### src/rtl/led_bar_pkg.sv
// Shared types and helpers for the LED bar meter: peak FSM states, level width, thermometer coding.
package led_bar_pkg;

    typedef enum logic [1:0] {
        IDLE  = 2'd0,
        HOLD  = 2'd1,
        DECAY = 2'd2
    } peak_state_t;

    localparam int LEDS_DEF = 10;
    localparam int LEVEL_W  = $clog2(LEDS_DEF + 1);
    // Widest LED row the helper functions can code; callers slice down to their LEDS.
    localparam int LEDS_MAX = 64;

    function automatic logic [LEDS_MAX-1:0] therm(input int level);
        logic [LEDS_MAX-1:0] t;
        t = '0;
        for (int i = 0; i < LEDS_MAX; i++) begin
            if (i < level) t[i] = 1'b1;
        end
        return t;
    endfunction

    function automatic logic [LEDS_MAX-1:0] one_hot_level(input int level);
        logic [LEDS_MAX-1:0] t;
        t = '0;
        for (int i = 0; i < LEDS_MAX; i++) begin
            if (i == level - 1) t[i] = 1'b1;
        end
        return t;
    endfunction

endpackage

### src/rtl/led_bar_peak_fsm.sv
// Peak-hold tracker: captures new peaks, holds them HOLD_CYCLES, then decays one LED per DECAY_CYCLES.
module led_bar_peak_fsm
    import led_bar_pkg::*;
#(
    parameter int LEDS         = 10,
    parameter int HOLD_CYCLES  = 1000,
    parameter int DECAY_CYCLES = 100
) (
    input  logic                       clk_in,
    input  logic                       rst_in,
    input  logic                       capture_in,
    input  logic [$clog2(LEDS+1)-1:0]  level_in,
    output logic [$clog2(LEDS+1)-1:0]  peak_out
);

    localparam int PEAK_W  = $clog2(LEDS + 1);
    localparam int CNT_MAX = (HOLD_CYCLES > DECAY_CYCLES) ? HOLD_CYCLES : DECAY_CYCLES;
    localparam int CNT_W   = (CNT_MAX > 1) ? $clog2(CNT_MAX) : 1;

    localparam logic [CNT_W-1:0] HOLD_LAST  = CNT_W'(HOLD_CYCLES - 1);
    localparam logic [CNT_W-1:0] DECAY_LAST = CNT_W'(DECAY_CYCLES - 1);

    peak_state_t         state_q, state_d;
    logic [PEAK_W-1:0]   peak_q, peak_d;
    logic [CNT_W-1:0]    hold_cnt_q, hold_cnt_d;
    logic [CNT_W-1:0]    decay_cnt_q, decay_cnt_d;
    logic                take;

    always_ff @(posedge clk_in or posedge rst_in) begin
        if (rst_in) begin
            state_q     <= IDLE;
            peak_q      <= '0;
            hold_cnt_q  <= '0;
            decay_cnt_q <= '0;
        end else begin
            state_q     <= state_d;
            peak_q      <= peak_d;
            hold_cnt_q  <= hold_cnt_d;
            decay_cnt_q <= decay_cnt_d;
        end
    end

    // A qualifying capture overrides whatever hold expiry or decay step happens on the same edge.
    assign take = capture_in && (level_in != '0) && (level_in >= peak_q);

    always_comb begin
        state_d     = state_q;
        peak_d      = peak_q;
        hold_cnt_d  = hold_cnt_q;
        decay_cnt_d = decay_cnt_q;

        case (state_q)
            IDLE: begin
                peak_d      = '0;
                hold_cnt_d  = '0;
                decay_cnt_d = '0;
            end
            HOLD: begin
                if (hold_cnt_q == HOLD_LAST) begin
                    state_d     = DECAY;
                    hold_cnt_d  = '0;
                    decay_cnt_d = '0;
                end else begin
                    hold_cnt_d = hold_cnt_q + CNT_W'(1);
                end
            end
            DECAY: begin
                if (decay_cnt_q == DECAY_LAST) begin
                    decay_cnt_d = '0;
                    peak_d      = peak_q - PEAK_W'(1);
                    if (peak_q == PEAK_W'(1)) state_d = IDLE;
                end else begin
                    decay_cnt_d = decay_cnt_q + CNT_W'(1);
                end
            end
            default: begin
                state_d     = IDLE;
                peak_d      = '0;
                hold_cnt_d  = '0;
                decay_cnt_d = '0;
            end
        endcase

        if (take) begin
            state_d     = HOLD;
            peak_d      = level_in;
            hold_cnt_d  = '0;
            decay_cnt_d = '0;
        end
    end

    always_comb begin
        peak_out = peak_q;
    end

endmodule

### src/rtl/led_bar_meter.sv
// LED bar-graph meter with peak-hold dot. Optional LED_BAR_DOT_MODE_EN adds dot_mode_in (single-LED bar).
module led_bar_meter
    import led_bar_pkg::*;
#(
    parameter int DATA_W       = 10,
    parameter int LEDS         = 10,
    parameter int HOLD_CYCLES  = 1000,
    parameter int DECAY_CYCLES = 100
) (
    input  logic                       clk_in,
    input  logic                       rst_in,
    input  logic [DATA_W-1:0]          sample_in,
    input  logic                       sample_valid_in,
`ifdef LED_BAR_DOT_MODE_EN
    input  logic                       dot_mode_in,
`endif
    output logic [LEDS-1:0]            led_out,
    output logic [$clog2(LEDS+1)-1:0]  peak_level_out
);

    localparam int PEAK_W = $clog2(LEDS + 1);
    localparam int PROD_W = DATA_W + PEAK_W;

    logic [PROD_W-1:0]  product;
    logic [PEAK_W-1:0]  level;
    logic [LEDS-1:0]    bar_d, bar_q;
    logic [LEDS-1:0]    dot;
    logic [PEAK_W-1:0]  peak;

    // Scaling by LEDS+1 then dropping DATA_W bits maps full scale onto 0..LEDS without a divider.
    assign product = PROD_W'(sample_in) * PROD_W'(LEDS + 1);
    assign level   = PEAK_W'(product >> DATA_W);

`ifdef LED_BAR_DOT_MODE_EN
    always_comb begin
        if (dot_mode_in) bar_d = LEDS'(one_hot_level(int'(level)));
        else             bar_d = LEDS'(therm(int'(level)));
    end
`else
    always_comb begin
        bar_d = LEDS'(therm(int'(level)));
    end
`endif

    always_ff @(posedge clk_in or posedge rst_in) begin
        if (rst_in)               bar_q <= '0;
        else if (sample_valid_in) bar_q <= bar_d;
    end

    led_bar_peak_fsm #(
        .LEDS         (LEDS),
        .HOLD_CYCLES  (HOLD_CYCLES),
        .DECAY_CYCLES (DECAY_CYCLES)
    ) u_peak (
        .clk_in     (clk_in),
        .rst_in     (rst_in),
        .capture_in (sample_valid_in),
        .level_in   (level),
        .peak_out   (peak)
    );

    // Both terms come straight from registers, so bar and dot change together on the peak edge.
    always_comb begin
        dot = LEDS'(one_hot_level(int'(peak)));
    end

    assign led_out        = bar_q | dot;
    assign peak_level_out = peak;

endmodule

### config.mk
export PLATFORM = sky130hd
export DESIGN_NAME = led_bar_meter
export DESIGN_NICKNAME = d
export VERILOG_FILES = /design/src/rtl/led_bar_pkg.sv /design/src/rtl/led_bar_peak_fsm.sv /design/src/rtl/led_bar_meter.sv
export SDC_FILE = /design/constraint.sdc
export NUM_CORES = 1
export LEC_CHECK = 0
export ABC_AREA = 1
export BUFFER_PORTS_ARGS = -buffer_cell sky130_fd_sc_hd__buf_2
export CORE_MARGIN = 3
export CORE_UTILIZATION = 50
export DETAILED_ROUTE_END_ITERATION = 7
export PLACE_DENSITY = 0.8
export REMOVE_ABC_BUFFERS = 1
export SYNTH_ARGS = -nofsm -noshare
export SYNTH_HDL_FRONTEND = slang
export SYNTH_HIERARCHICAL = 1
export SYNTH_SLANG_ARGS = --single-unit
### constraint.sdc
create_clock -name clk_in -period 2.4 [get_ports clk_in]
set_input_delay 0.12 -clock clk_in [delete_from_list [all_inputs] [get_ports clk_in]]
set_output_delay 0.12 -clock clk_in [all_outputs]
set_load 0.05 [all_outputs]
# After elaboration in Yosys (flattened, before gate mapping)
# Index checks and enable logic that the tools add are counted.
[op_classes]
reduce_logical = 7
eq_ne = 20
order_cmp = 11
add_sub_neg = 4
n_mul = 1
mux = 35
n_bitwise = 1
[op_table]
columns = ["op", "n"]
rows = [
  ["equality test 4 x 32 -> 1 bit (first input constant)", 4],
  ["equality test 3 x 32 -> 1 bit (first input constant)", 2],
  ["equality test 5 x 32 -> 1 bit (first input constant)", 2],
  ["2-to-1 mux 10 bit", 5],
  ["one-hot mux 10 bit (2 select lines)", 2],
  ["equality test 2 x 32 -> 1 bit (first input constant)", 1],
  ["logical NOT 32 bit", 1],
  ["adder 10 x 1 -> 10 bit (second input constant)", 2],
  ["2-to-1 mux 1 bit", 20],
  ["less-than comparator 3 x 4 -> 1 bit (first input constant)", 4],
  ["multiplier 10 x 4 -> 14 bit (second input constant)", 1],
  ["equality test 10 bit (second input constant)", 1],
  ["equality test 10 x 7 -> 1 bit (second input constant)", 1],
  ["bitwise OR 10 bit", 1],
  ["!= test 3 x 1 -> 1 bit (second input constant)", 3],
  ["less-than comparator 1 x 4 -> 1 bit (first input constant)", 2],
  ["less-than comparator 2 x 4 -> 1 bit (first input constant)", 2],
  ["less-than comparator 4 bit (first input constant)", 2],
  ["2-to-1 mux 2 bit", 4],
  ["2-to-1 mux 4 bit", 2],
  ["one-hot mux 4 bit (2 select lines)", 1],
  ["!= test 2 x 1 -> 1 bit (second input constant)", 3],
  ["one-hot mux 2 bit (3 select lines)", 1],
  ["subtractor 4 x 1 -> 5 bit (second input constant)", 1],
  ["other kinds (10)", 11],
]
[totals]
word_cells = 84
regBits = 36
inputBits = 13
out_inout_bits = 14

# Depth between registers and ports, before layout
# Gate-level depths: netlist (run 1).
[depth]
ltp_word = 6
mapped_depth = 27
mapped_depth_nobuf = 26

# Hierarchy
# The synthesis (run 1) kept the hierarchy.
[by_module_without_submodules]
columns = ["mod", "cells_per_inst", "n_inst", "area_each_um2", "seq_area_each_um2"]
rows = [
  ["led_bar_peak_fsm", 248, 1, 1854.3, 650.6],
  ["led_bar_meter", 219, 1, 1443.9, 250.2],
]

# Worst setup path after synthesis (run 1)
# Ideal clock, no wire load.
[synth_path]
path_type = "in2reg"
start = "input sample_in[4]"
end = "register u_peak.peak_q[0] (netlist: u_peak/peak_out[0])"
arrival_ns = 2.907
n_path_buf = 1
stages = 21
required_time_ns = 2.280
path_slack_ns = -0.627
setup_ns = 0.120
cell_sequence = "ha_1 inv_1 fa_1 inv_1 ha_1 nand2_1 inv_1 nand2_1 nand2_1 nand2_1 nand2_1 nor2_2 inv_2 ha_1 a21oi_2 nand3_2 nand2_4 buf_12 nand3_4 nand3_1 nand2_1"
[synth_via]
elab_chain_len = 6
elab_cells_between_ends = 9
classes_between = "mul: 1; order compare: 1; eq/ne: 2; mux: 1; reduce/logical: 4"
[synth_rtl]
columns = ["element", "line", "text"]
rows = [
  ["start: declaration", "led_bar_meter.sv:12", "input logic [DATA_W-1:0] sample_in,"],
  ["multiplier 10 x 4 -> 14 bit (*)", "led_bar_meter.sv:31", "assign product = PROD_W'(sample_in) * PROD_W'(LEDS + 1);"],
  ["parallel branches: the longest is 5 deep, another holds greater-or-equal comparator 4 bit", "--", ""],
  ["end signal: assignment", "led_bar_peak_fsm.sv:37", "peak_q <= peak_d;"],
  ["end: declaration", "led_bar_peak_fsm.sv:24", "logic [PEAK_W-1:0] peak_q, peak_d;"],
]
# Mark *: on every way between the ends.
# A chain may end at the register's enable or synchronous reset.

# Final worst setup path (run 1)
[layout_path]
start = "input sample_in[2]"
end = "register u_peak.hold_cnt_q[3]"
[layout_via]
elab_chain_len = 5
elab_cells_between_ends = 7
classes_between = "mul: 1; order compare: 1; eq/ne: 1; mux: 1; reduce/logical: 3"
[layout_rtl]
columns = ["element", "line", "text"]
rows = [
  ["multiplier 10 x 4 -> 14 bit (*)", "led_bar_meter.sv:31", ""],
  ["named net product[11]", "led_bar_meter.sv:24", "logic [PROD_W-1:0] product;"],
  ["parallel branches: the longest is 2 deep, another holds greater-or-equal comparator 4 bit", "--", ""],
  ["logical AND 1 bit (*)", "led_bar_peak_fsm.sv:44", "assign take = capture_in && (level_in != '0) && (level_in >= peak_q);"],
  ["!= test 2 x 1 -> 1 bit (no source line) or 2-to-1 mux 10 bit (tied branches)", "--", ""],
  ["end signal: assignment", "led_bar_peak_fsm.sv:38", "hold_cnt_q <= hold_cnt_d;"],
  ["end: declaration", "led_bar_peak_fsm.sv:25", "logic [CNT_W-1:0] hold_cnt_q, hold_cnt_d;"],
]
# Mark *: on every way through the listed nets, which the timed path passes.

==> flow_summary_export.csv, run 1 <==
group,metric,value,unit
status,outcome,"complete, but fails checks",
status,violations,"setup timing",
sta,clock_skew,0.00927,ns
detailed_routing,viasPerCell,5.42,
sta,fin_ws,-0.484,ns
sta,min_period,2.88,ns
cts,htreeDepth,2,
place,pre_cts_slack,-0.954,ns
yosys,synth_top_family_by_area,"simple AND/OR/NAND/NOR gates",
yosys,synth_fa_ha_area_share,15.0,%
place,placed_area,3730,µm²
power,comb_power_share,64.6,%
die,die_w,87.2,µm
detailed_routing,drt-total-wl,8890,µm
detailed_routing,dr.pass1.iters,5,
cts,cts_buffer_depth,2,
cts,cts-root-buf,"clkbuf_8",
detailed_routing,antenna_left,0,
setup_path,reg2reg_setup_slack,0.59,ns
cts,clk_pin_slew,0.08,ns
sta,post-route-period-util,120,%
sta,setup_viol,26,
detailed_routing,drt-initial-drc-count,197,
yosys,dominantRegCellSynth,"dfrtp_1",
setup_path,cp-startpoint,"sample_in[2]",
place,io_buffers,26,
yosys,avgSynthCellArea,7.06,µm²
power,p_sw,1.67,mW
setup_path,path_class,"in -> reg",
setup_path,reg2reg_depth,9,
job,maxCapViolations,0,
sta,hold_slack,0.199,ns
cts,clk_latency,0.29,ns
detailed_routing,dr_total_vias,3314,
power,vdd_drop_max,0.846,mV
setup_path,cp-endpoint,"u_peak/hold_cnt_q[3]",
setup_path,worstSetupEndpointType,"flip-flop",
layout,diodes,0,
power,sw_frac_of_total,47.9,%
global_route,track_usage,22.9,%
die,rows,28,
sta,slew_headroom,35.6,%
power,intPower,1.81,mW
power,p_total,3.48,mW
place,dp_hpwl,5630,µm
yosys,synth_compound_area_share,7.25,%
die,coreArea,6170,µm²
power,p_per_area,798,nW/µm²
die,pin_count,27,
setup_path,cp.arrival,3.07,ns
global_route,antenna_found_initial,0,
sta,tightestPinTransition,0.965,ns
layout,drive_gt1_share,32.8,%
sta,fmax,347,MHz
yosys,synth_area_leaders,"dfrtp_1 27%, nand2_1 16%, ha_1 11%",
die,start_util,53.5,%
yosys,netlist.area_leader.share,27.3,%
setup_path,timing.rr.start,"u_peak/peak_out[2]",
setup_path,worst_r2r_endpoint,"u_peak/hold_cnt_q[3]",
yosys,ys_seq_area_share,27.3,%
setup_path,cp_max_fo,6,
yosys,muxShareOfSynthArea,0,%
cts,cts_made_buffers,5,
yosys,yosys_register_bits,36,
worst_hold_path,hp-class,"in -> reg",
yosys,yosysTopAreaCell,"dfrtp_1",
cts,cts_tree,"built",
power,clkPwrFrac,12.7,%
power,seqPwrFrac,22.7,%
sta,slew_violations,0,
global_route,grt_overflow,0,
cts,clkSinkCount,36,
layout,area_delta_synth_final,32.2,%
yosys,syn_inst,467,
global_route,grt_first_pass_wirelength,14100,µm
detailed_routing,routedWlPerCell,14.5,µm
yosys,yosys.area_share.simple,36.7,%
detailed_routing,route.detailed.drc,0,
setup_path,start_kind,"input pin",
place,gp_congestion,0.873,
power,p_leak,2.29,nW
yosys,ys_warn_count,6,
layout,nets,585,
sta,rsz0062_at_grt,"true",
yosys,synth_xor_area_share,2.12,%
yosys,synth_edf_count,0,
yosys,synthArstFlopShare,100,%
die,die-area,7610,µm²
layout,design_area,4360,µm²
yosys,netlist_area,3300,µm²
global_route,grt_max_degree,27,
die,die_y,87.2,µm
global_route,grt_pass1_vias,3189,
sta,finalHoldViolations,0,
setup_path,required,2.58,ns
yosys,yosysUniqueCellTypes,38,
[critical path, stage by stage]
cell and delay [ns]:
buf_2 0.13, buf_4 0.14, ha_1 0.20, fa_1 0.55, ha_4 0.23, a21oi_1 0.14
o21ai_1 0.11, nand2_1 0.13, nand2_1 0.07, nand2_1 0.08, nand2_2 0.08, ha_4 0.28
nand2_2 0.04, nand2_1 0.05, nand2_1 0.06, nand3_2 0.09, nand2_4 0.12, buf_12 0.16
buf_6 0.12, nand3_1 0.08, o21ai_1 0.08
[through the flow]
step | setup TNS [ns] | utilization, % | cells
floorplan | -17.82 | - | 462
global placement | -24.24 | 60.5 | 595
detailed placement | -25.61 | 60.5 | 595
CTS | -9.51 | 67.5 | 608
global route | -13.76 | 70.7 | 612
finish | -11.44 | 70.7 | 612
[routing by layer]
layer | GRT usage, % | vias to the layer above | routed length, µm
met2 | 41.4 | 103 | 4720
met4 | 6.42 | 0 | 108
met3 | 2.46 | 10 | 409
met1 | 28.7 | 1584 | 3660
met5 | 0 | - | 0
li1 | - | 1617 | -
[kinds of logic (layout without fill, tap and decap cells)]
family / Yosys count / count (layout)
and+or+nand+nor: 260 / 261
xor gates and xnor gates: 8 / 8
AOI/OAI and AO/OA: 36 / 36
adders and majority gates: 36 / 36
buffers and inverters: 91 / 160
DFF: 36 / 36
[Yosys cell counts (all sizes together) (2+ instances only)]
cell / count
buf: 4
nand4: 21
or2: 2
nor2: 42
nor3: 5
a21oi: 7
dfrtp: 36
o21bai: 11
nand2: 152
o21ai: 13
nand3: 36
o31ai: 2
xor2: 7
inv: 85
ha: 30
fa: 6
[cell type report]
| type | count | area (µm²) |
|---|---|---|
| multi-input cells | 341 | 2410 |
| clock inverters | 3 | 18.8 |
| flip-flops and latches | 36 | 901 |
| well taps | 75 | 93.8 |
| clock buffers | 5 | 68.8 |
| repair buffers | 66 | 533 |
| inverters | 86 | 330 |
| fillers | 462 | 1810 |
[cell usage in the layout, fill, tap and decap left out, drive strengths merged]
| master | n |
|---|---|
| fa | 6 |
| o211ai | 1 |
| nand4 | 21 |
| ha | 30 |
| clkinv | 4 |
| a21boi | 1 |
| nand3 | 36 |
| xor2 | 7 |
| nor3 | 5 |
| o21ai | 13 |
| nor3b | 1 |
| inv | 85 |
| nand2 | 152 |
| and2 | 1 |
| buf | 65 |
| xnor2 | 1 |
| o21bai | 11 |
| dlygate4sd3 | 1 |
| o31ai | 2 |
| dfrtp | 36 |
| clkbuf | 5 |
| a21oi | 7 |
| nor2 | 43 |
| or2 | 2 |
| a21o | 1 |
[power by group through the flow]
stage	Clock (mW)	Combinational, mW	Sequential (mW)
2_1_floorplan	0	1.11	0.860
3_3_place_gp	0	1.71	0.793
3_5_place_dp	0	1.75	0.797
4_1_cts	0.440	2.02	0.785
5_1_grt	0.476	2.41	0.806
6_report	0.440	2.25	0.789
[worst min-delay path by stage]
stage               startpoint  cells after the start  endpoint  slack, ns
3_3_place_gp            rst_in                      2  bar_q[3]       0.12
6_report       sample_valid_in                      3  bar_q[1]       0.20
2_1_floorplan           rst_in                      1  bar_q[0]      -0.04
3_5_place_dp            rst_in                      2  bar_q[3]       0.13
4_1_cts        sample_valid_in                      3  bar_q[1]       0.19
5_1_grt        sample_valid_in                      3  bar_q[1]       0.22
[flip-flops by register name, indices dropped and copies added (netlist names)]
name and cells:
bar_q 10, u_peak/decay_cnt_q 10, u_peak/hold_cnt_q 10, u_peak/peak_out 4, u_peak/state_q 2
[what timing repair did]
| item | CTS | global route |
|---|---|---|
| gates resized for setup | 55 | 51 |
| setup buffers | 3 | 4 |
| setup endpoints to repair | 26 | 28 |
| pin swaps | 42 | 32 |
| hold buffers | 1 | 0 |
| hold endpoints to repair | 10 | 0 |
| cloned | 1 | 0 |
No activity file was read; power rests on OpenSTA's default activity.
==> run 2, diff against run 1 <==
--- a/config.mk
+++ b/config.mk
@@ -10,7 +10,7 @@
 export CORE_MARGIN = 3
 export CORE_UTILIZATION = 50
 export DETAILED_ROUTE_END_ITERATION = 7
-export PLACE_DENSITY = 0.8
+export PLACE_DENSITY = 0.69
 export REMOVE_ABC_BUFFERS = 1
 export SYNTH_ARGS = -nofsm -noshare
 export SYNTH_HDL_FRONTEND = slang
==> run 2 against run 1 <==
  * The flow still finishes with violations (setup timing)
  * Core utilization is 0.14 points lower
  * Critical endpoint is now u_peak/hold_cnt_q[6]
  * Critical path depth is 2 higher
  * Total power grew 0.13%
  * Clock power down 0.9%
  * Largest power group unchanged
==> flow_summary_export.csv, run 2 (synthesis results as in run 1) <==
group,metric,value,unit
status,outcome,"complete, but fails checks",
status,violations,"setup timing",
detailed_routing,viasPerCell,5.23,
die,start_util,53.5,%
power,vdd_drop_max,0.713,mV
setup_path,cp-startpoint,"sample_in[4]",
sta,slew_headroom,33.6,%
layout,final_common_cell,"nand2_1",
global_route,grt_overflow,0,
power,p_sw,1.67,mW
detailed_routing,drt-initial-drc-count,187,
die,die_y,87.2,µm
layout,nets,586,
die,die-area,7610,µm²
power,seqPwrFrac,23.4,%
detailed_routing,dr_total_vias,3209,
sta,fin_ws,-0.500,ns
place,dp_cells,594,
cts,cts_buffer_depth,2,
setup_path,required,2.59,ns
sta,tightestPinTransition,0.996,ns
sta,post-route-period-util,121,%
power,p_leak,2.29,nW
die,coreArea,6170,µm²
sta,setup_viol,26,
sta,fmax,345,MHz
layout,drive_gt1_share,32.9,%
die,pin_count,27,
worst_hold_path,min_to,"bar_q[3]",
sta,finalHoldViolations,0,
layout,layout.cells.non_filler,613,
job,maxCapViolations,0,
cts,cts-root-buf,"clkbuf_8",
worst_hold_path,min-delay-start,"sample_valid_in",
setup_path,cp_max_fo,8,
setup_path,start_kind,"input pin",
power,comb_power_share,64.1,%
detailed_routing,routedWlPerCell,13.1,µm
setup_path,reg2reg_depth,11,
place,dp_hpwl,5360,µm
layout,area_delta_synth_final,31.9,%
cts,clkSinkCount,36,
setup_path,timing.rr.start,"u_peak/peak_out[2]",
power,intPower,1.81,mW
detailed_routing,route.detailed.drc,0,
sta,min_period,2.90,ns
global_route,grt_max_degree,27,
cts,cts_tree,"built",
worst_hold_path,hp-class,"in -> reg",
global_route,track_usage,22.1,%
layout,fillers,488,
sta,rsz0062_at_grt,"true",
setup_path,worst_r2r_endpoint,"u_peak/hold_cnt_q[6]",
power,p_per_area,800,nW/µm²
die,die_w,87.2,µm
layout,diodes,0,
global_route,antenna_found_initial,0,
layout,post-route-util,70.6,%
detailed_routing,drt-total-wl,8060,µm
power,sw_frac_of_total,47.9,%
detailed_routing,dr.pass1.iters,4,
place,io_buffers,26,
cts,clk_latency,0.29,ns
setup_path,reg2reg_setup_slack,0.56,ns
layout,layout_common_cells,"122 x nand2_1, 71 x inv_1, 36 x dfrtp_1, 32 x buf_4, 27 x nor2_1",
setup_path,path_class,"in -> reg",
layout,reg.largest.list,"bar_q: 10 flops, u_peak/decay_cnt_q: 10 flops, u_peak/hold_cnt_q: 10 flops",
worst_hold_path,holdPathStages,2,
setup_path,cp.arrival,3.09,ns
cts,clk_pin_slew,0.08,ns
cts,htreeDepth,2,
power,clkPwrFrac,12.5,%
detailed_routing,antenna_left,0,
die,rows,28,
setup_path,worstSetupEndpointType,"flip-flop",
sta,clock_skew,0.0104,ns
global_route,grt_pass1_vias,3189,
place,gp_congestion,0.894,
sta,slew_violations,0,
cts,cts_made_buffers,5,
global_route,grt_first_pass_wirelength,13600,µm
[run 2: cell type report]
type / instances / area [µm²] / area share (%)
clock inverters: 3 / 18.8 / 0.431
multi-input cells: 341 / 2410 / 55.4
clock buffers: 5 / 68.8 / 1.58
repair buffers: 67 / 529 / 12.2
inverters: 86 / 330 / 7.59
flip-flops and latches: 36 / 901 / 20.7
well taps: 75 / 93.8 / 2.16
[run 2: repair_timing]
item / 4_1_cts / 5_1_grt
endpoints found under the setup margin: 26 / 32
pin swaps: 45 / 43
gates cloned: 1 / 0
resized for setup: 60 / 44
setup buffers: 11 / 3
hold endpoints to repair: 10 / 0
hold buffers: 1 / 0
[run 2: worst max-delay path, stage by stage]
cell and delay [ns]:
buf_8 0.11, ha_4 0.26, inv_2 0.03, fa_1 0.51, inv_2 0.05, ha_4 0.26, nand2_4 0.09, buf_6 0.11
inv_2 0.05, nand2_2 0.06, nand2_1 0.05, nand2_1 0.05, nand2_1 0.06, nor2_2 0.16, inv_2 0.07, ha_4 0.28
nand4_1 0.11, nand3_2 0.12, nand2_4 0.11, buf_12 0.17, buf_8 0.13, nand3_1 0.07, nand2_1 0.06
[run 2: per-stage QoR]
step / setup TNS, ns / total power [mW] / setup WS [ns] / cell area (µm²) / hold WS, ns
3_5_place_dp: -25.64 / 2.57 / -0.953 / 3730 / 0.138
4_1_cts: -11.93 / 3.29 / -0.423 / 4220 / 0.192
5_1_grt: -17.79 / 3.74 / -0.718 / 4350 / 0.250
6_report: -12.26 / 3.48 / -0.500 / 4350 / 0.219
3_3_place_gp: -25.00 / 2.54 / -0.935 / 3730 / 0.127
2_1_floorplan: -17.82 / 1.97 / -0.780 / 3240 / -0.0398
[run 2: power groups by stage]
stage | Sequential [mW] | Clock (mW) | Combinational, mW
finish | 0.814 | 0.436 | 2.23
global route | 0.831 | 0.475 | 2.44
CTS | 0.807 | 0.446 | 2.04
detailed placement | 0.817 | 0 | 1.75
global placement | 0.812 | 0 | 1.73
floorplan | 0.860 | 0 | 1.11
[run 2: worst max path at each step]
stage	endpoint	slack, ns	cells past startpoint
after CTS	u_peak/hold_cnt_q[8]	-0.42	22
after floorplan	u_peak/decay_cnt_q[5]	-0.78	21
after global routing	u_peak/decay_cnt_q[5]	-0.72	26
after global placement	u_peak/decay_cnt_q[9]	-0.94	22
after detailed placement	u_peak/hold_cnt_q[8]	-0.95	23
final	u_peak/hold_cnt_q[6]	-0.50	23
[run 2: layer usage]
| metal | routed length (µm) | track usage (%) |
|---|---|---|
| met1 | 3550 | 27.6 |
| met2 | 4020 | 39.0 |
| met3 | 305 | 3.03 |
| met4 | 180 | 7.39 |
| met5 | 0 | 0 |
